## config.mk

```make
export PLATFORM = sky130hd
export DESIGN_NAME = alu_seq_param
export DESIGN_NICKNAME = d
export VERILOG_FILES = /design/src/rtl/alu_seq_param.sv
export SDC_FILE = /design/constraint.sdc
export NUM_CORES = 1
export LEC_CHECK = 0
export CORE_AREA = 2 2 91 102
export CTS_CLUSTER_DIAMETER = 50
export DETAILED_ROUTE_END_ITERATION = 8
export DIE_AREA = 0 0 93 104
export PLACE_DENSITY = 0.83
export SETUP_SLACK_MARGIN = 0.5
export SYNTH_ARGS = -nofsm -noshare
export SYNTH_HDL_FRONTEND = slang
export SYNTH_SLANG_ARGS = --single-unit
export TNS_END_PERCENT = 100
```

## constraint.sdc

```tcl
create_clock -name clk -period 6.7 [get_ports clk]
set_input_delay 0.67 -clock clk [delete_from_list [all_inputs] [get_ports clk]]
set_output_delay 0.67 -clock clk [all_outputs]
set_load 0.03 [all_outputs]
```

## src/rtl/alu_seq_param.sv

```systemverilog
// Multi-cycle sequential ALU: signed add/sub, Booth signed multiply, restoring 2W/W divide.
// Operands arrive serially on inbus (X then M); result is registered and held on outbus.
module alu_seq_param #(
    parameter int WIDTH = 8
) (
    input  logic               clk,
    input  logic               rst,
    input  logic               start,
    input  logic [1:0]         sel,
    input  logic [2*WIDTH-1:0] inbus,
    output logic [2*WIDTH-1:0] outbus,
    output logic               busy,
    output logic               finish,
    output logic               of_flag,
    output logic               dbz_flag
);
    localparam int CW = $clog2(WIDTH) + 1;

    localparam logic [2:0] S_IDLE   = 3'd0;
    localparam logic [2:0] S_LOADM  = 3'd1;
    localparam logic [2:0] S_ADDSUB = 3'd2;
    localparam logic [2:0] S_MUL    = 3'd3;
    localparam logic [2:0] S_DIV    = 3'd4;
    localparam logic [2:0] S_DONE   = 3'd5;

    logic [2:0]         r_state;
    logic [1:0]         r_sel;
    logic [2*WIDTH-1:0] r_x;
    logic [WIDTH-1:0]   r_a, r_q, r_m;
    logic               r_qm1;
    logic [CW-1:0]      r_cnt;

    logic [WIDTH:0]     w_as, w_a_ext, w_m_ext, w_booth, w_r, w_rsub;
    logic               w_of, w_bsign, w_ge, w_first;

    // Add/sub on W+1 bits; overflow judged on the effective (post-inversion) sign of M.
    assign w_as    = r_sel[0] ? ({r_x[WIDTH-1], r_x[WIDTH-1:0]} - {r_m[WIDTH-1], r_m})
                              : ({r_x[WIDTH-1], r_x[WIDTH-1:0]} + {r_m[WIDTH-1], r_m});
    assign w_bsign = r_sel[0] ? ~r_m[WIDTH-1] : r_m[WIDTH-1];
    assign w_of    = (r_x[WIDTH-1] == w_bsign) && (w_as[WIDTH-1] != r_x[WIDTH-1]);

    assign w_a_ext = {r_a[WIDTH-1], r_a};
    assign w_m_ext = {r_m[WIDTH-1], r_m};

    always_comb begin
        w_booth = w_a_ext;
        case ({r_q[0], r_qm1})
            2'b01:   w_booth = w_a_ext + w_m_ext;
            2'b10:   w_booth = w_a_ext - w_m_ext;
            default: w_booth = w_a_ext;
        endcase
    end

    assign w_r     = {r_a, r_q[WIDTH-1]};
    assign w_ge    = (w_r >= {1'b0, r_m});
    assign w_rsub  = w_r - {1'b0, r_m};
    assign w_first = (r_cnt == CW'(WIDTH));

    always_ff @(posedge clk or posedge rst) begin
        if (rst) begin
            r_state  <= S_IDLE;
            r_sel    <= '0;
            r_x      <= '0;
            r_a      <= '0;
            r_q      <= '0;
            r_m      <= '0;
            r_qm1    <= 1'b0;
            r_cnt    <= '0;
            outbus   <= '0;
            busy     <= 1'b0;
            finish   <= 1'b0;
            of_flag  <= 1'b0;
            dbz_flag <= 1'b0;
        end else begin
            case (r_state)
                S_IDLE: begin
                    finish <= 1'b0;
                    if (start) begin
                        r_sel    <= sel;
                        r_x      <= inbus;
                        of_flag  <= 1'b0;
                        dbz_flag <= 1'b0;
                        busy     <= 1'b1;
                        r_state  <= S_LOADM;
                    end
                end
                S_LOADM: begin
                    r_m   <= inbus[WIDTH-1:0];
                    r_cnt <= CW'(WIDTH);
                    case (r_sel)
                        2'b10: begin
                            r_a     <= '0;
                            r_q     <= r_x[WIDTH-1:0];
                            r_qm1   <= 1'b0;
                            r_state <= S_MUL;
                        end
                        2'b11: begin
                            {r_a, r_q} <= r_x;
                            r_state    <= S_DIV;
                        end
                        default: r_state <= S_ADDSUB;
                    endcase
                end
                S_ADDSUB: begin
                    outbus  <= {{WIDTH{1'b0}}, w_as[WIDTH-1:0]};
                    of_flag <= w_of;
                    finish  <= 1'b1;
                    busy    <= 1'b0;
                    r_state <= S_DONE;
                end
                S_MUL: begin
                    if (r_cnt != '0) begin
                        // Arithmetic shift of {A,Q,q_m1}; A's new sign comes from the W+1-bit sum.
                        r_a   <= w_booth[WIDTH:1];
                        r_q   <= {w_booth[0], r_q[WIDTH-1:1]};
                        r_qm1 <= r_q[0];
                        r_cnt <= r_cnt - CW'(1);
                    end else begin
                        outbus  <= {r_a, r_q};
                        finish  <= 1'b1;
                        busy    <= 1'b0;
                        r_state <= S_DONE;
                    end
                end
                S_DIV: begin
                    if (w_first && (r_m == '0)) begin
                        dbz_flag <= 1'b1;
                        outbus   <= '1;
                        finish   <= 1'b1;
                        busy     <= 1'b0;
                        r_state  <= S_DONE;
                    end else if (w_first && (r_a >= r_m)) begin
                        of_flag <= 1'b1;
                        outbus  <= r_x;
                        finish  <= 1'b1;
                        busy    <= 1'b0;
                        r_state <= S_DONE;
                    end else if (r_cnt != '0) begin
                        r_a   <= w_ge ? w_rsub[WIDTH-1:0] : w_r[WIDTH-1:0];
                        r_q   <= {r_q[WIDTH-2:0], w_ge};
                        r_cnt <= r_cnt - CW'(1);
                    end else begin
                        outbus  <= {r_a, r_q};
                        finish  <= 1'b1;
                        busy    <= 1'b0;
                        r_state <= S_DONE;
                    end
                end
                S_DONE: begin
                    finish  <= 1'b0;
                    r_state <= S_IDLE;
                end
                default: r_state <= S_IDLE;
            endcase
        end
    end
endmodule

```

==> PnR_summary.wiki <==
{| class="wikitable"
! Metric !! Value
|-
| Sequential share of the synthesized area || around a third
|-
| Synthesized area divided by synthesized cell count || around 8.8 sq um
|-
| Area occupied by multi-input gates || between 3000 and 4000 sq um
|-
| Fmax || 277 MHz
|-
| Actual transition at the worst max-transition pin || approximately 1.3 ns
|-
| Initial antenna violation count || 0
|-
| Compound-cell area share of the yosys netlist || 25.1%
|-
| Proportion of synthesized flip-flops having asynchronous set or reset || 100%
|-
| Flip-flop and latch count after synthesis || 70
|-
| Remaining design rule violation count || 0
|-
| Final Hold Vio Count || 0
|-
| DP HPWL || 11500 microns
|-
| Number of nets in the layout || approximately 700
|-
| Setup WS pre-CTS || ~3.2 ns
|-
| Post-synth top area cell || dfrtp_1
|-
| Total track usage || 34.1%
|-
| Share of the synthesized area in the top cell type || between 30% and 40%
|-
| Worst setup SP type || register
|-
| IO Count || 41
|-
| Clock latency at the later pin of the worst-skew pair || 0.37 ns
|-
| Mapped Nets || 679
|-
| Max-slew headroom || 11.6%
|-
| Height of the die || around 100 microns
|-
| Iter 0 DRT Violations || 588
|-
| Detail-routed net length per standard cell || approximately 21 microns
|-
| Die area || 9670 sq um
|-
| Starting utilization of the core area || a little over three fifths
|-
| Netlist area before placement || 5440 sq um
|-
| Category of the worst setup path capture point || register
|-
| Number of flops mapped to enable cells by yosys || 0
|-
| Hold Crit Class || reg -> reg
|-
| Post_cts resized || 0
|-
| Via count of the first global-routing pass || roughly 5000
|-
| Portion of netlist area occupied by mux cells || 8.44%
|-
| CTS root buffer || clkbuf_8
|-
| Delay of the slowest cell on the worst path || around 0.83 ns
|-
| Share of the core filled with cells || 70.1%
|-
| Top cell types by occurrence after synthesis || dfrtp_1 (70), nand2_1 (56), o21ai_0 (49)
|-
| Overflow after GRT || 0
|-
| Number of standard-cell rows in the floorplan || 36
|-
| Min cycle time layout || 3.61 ns
|-
| Flip-flop cell with the highest count after synthesis || dfrtp_1
|-
| Top-count cell post-synth || dfrtp_1
|-
| Area of the core || 8650 sq um
|-
| Maximum number of pins on one net before global-route repair || 71
|-
| Antenna diode count || 0
|-
| Setup repair after global routing missed its margin || false
|-
| Post-CTS Setup Inserts || 0
|-
| Floorplan die width || 93 microns
|-
| Pins Over Slew Limit || 0
|-
| Layout area overhead || 11.4%
|-
| Unique masters post-synth || between 70 and 80
|-
| CP Max Fanout || 21
|-
| CTS hold repair buffers || 0
|-
| Final hold slack || 0.502 ns
|-
| Drt first pass iters || 6
|-
| Setup slack after layout || 3.09 ns
|-
| Fraction of final layout cells with drive strength greater than 1 || 8.84%
|-
| Top area cells in the synthesized netlist || dfrtp_1 (32%), ha_1 (8.5%), o21ai_0 (4.5%)
|-
| IO Port Bufs || 40
|-
| Count of synthesis-stage warnings from yosys || 0
|-
| Classification of the worst setup path || reg -> reg
|-
| First-pass GRT wire length || 25600 microns
|-
| Clock-pin transition on the worst setup and hold timing paths || 0.08 ns
|-
| Fraction of synthesized cell area in xor and xnor cells || 2.99%
|-
| Final Routed Wirelength || 16100 microns
|-
| Gp weighted congestion || 0.981
|-
| Critical Path Slowest Stage Cell || o2bb2ai_2
|-
| Setup Skew || ~0.017 ns
|-
| Max Cap Viol || 0
|-
| Data required time of the worst path || 6.96 ns
|-
| CP arrival || 3.87 ns
|-
| Setup_tns || 0 ns
|-
| Area of all sequential standard cells || between 1500 and 2000 sq um
|-
| Number of sinks handled by clock tree synthesis || 70
|-
| Outcome || finished clean
|-
| Final ANT Viol Nets || 0
|-
| TritonCTS Buffers || 9
|-
| Cells along the critical path || nor3b_4 -> and2_1 -> nand3_1 -> o2bb2ai_2 -> nor2_1 -> o21a_1 -> o22a_1
|-
| Final setup violating endpoints || 0
|-
| Main combinational cell family by area after synthesis || compound AO/OA/AOI/OAI gates
|-
| Adder-cell share of the synthesized area || 9.98%
|-
| WP buf/inv || 0
|-
| Fraction of the mapped netlist area in simple logic gates || 16.0%
|-
| Largest delay share family, worst path || simple AND/OR/NAND/NOR gates
|-
| Number of vias per cell || 6.81
|-
| Tcrit/Tclk final || 53.9%
|-
| DR vias || just over 5000
|-
| Number of levels the H-tree was split into || 3
|-
| Filler Cell Count || 710
|-
| TritonCTS clock tree || yes
|-
| Post-Syn Instances || between 600 and 700
|-
| CTS Buffer Depth || 2
|}
==> logic make-up after synthesis <==
family / after synthesis
adders and majority gates: 41
xor gates and xnor gates: 17
AOI/OAI and AO/OA: 201
DFF: 70
muxes: 42
buffers and inverters: 68
and+or+nand+nor: 178
==> stage by stage <==
step | instance area (sq um) | std cells
2_1_floorplan | 5440 | 617
3_3_place_gp | 5880 | 743
3_5_place_dp | 5880 | 743
4_1_cts | 6060 | 759
5_1_grt | 6070 | 759
6_report | 6070 | 759
==> layer usage <==
layer / part of all wire (%) / vias to the layer above / track usage (%) / wire length [microns]
met5: 0 / - / 0 / 0
met4: 3.6 / 0 / 14.7 / 586
met3: 9.0 / 54 / 5.22 / 1440
met2: 47 / 306 / 54.3 / 7640
met1: 40 / 2500 / 46.0 / 6450
li1: - / 2311 / - / -
==> path summary, 6_finish.rpt <==
path	start	endpoint	slack [ns]	depth (start not counted)
max	r_state[2]	r_cnt[3]	3.09	7
min	dbz_flag	dbz_flag	0.50	1
max reg2reg	r_state[2]	r_cnt[3]	3.09	7
min reg2reg	dbz_flag	dbz_flag	0.50	1
max in group asynchronous	rst	r_a[6]	5.21	3
min in group asynchronous	rst	outbus[4]	0.88	3
==> layout make-up <==
type                       instances  area share [%]
timing repair buffer              45            7.22
sequential                        70            28.9
clock inverter                     4           0.784
inverter                          35            2.17
multi-input combinational        479            56.4
tap                              114            2.35
clock buffer                      12            2.23
==> flip-flops by register name, summed over array words and instances (netlist names), 2 cells and up <==
register  flops
r_a           8
r_q           8
r_state       3
outbus       16
r_cnt         4
r_x          16
r_sel         2
r_m           8
==> cells in the final DEF, fill, tap and decap left out, types with 4 or more instances in the layout <==
cell / n
nand3_1: 11
a31oi_1: 8
inv_1: 34
clkbuf_8: 9
a221o_1: 4
o22ai_1: 4
xnor2_1: 13
dfrtp_1: 70
ha_1: 37
o211ai_1: 5
a22oi_1: 13
nand4_1: 6
buf_4: 5
fa_1: 4
nor2b_1: 10
clkdlybuf4s50_1: 40
nand2b_1: 8
nand2_1: 56
o32ai_1: 5
or3_1: 4
a21oi_1: 46
mux2_2: 17
a211oi_1: 8
nor3_1: 10
o21a_1: 5
a221oi_1: 13
mux2i_1: 23
o21ai_0: 49
nor2_1: 46
Power is left out: the tool's default activity adds up to more than one toggle a clock period on the data nets, which glitch-free logic cannot reach.
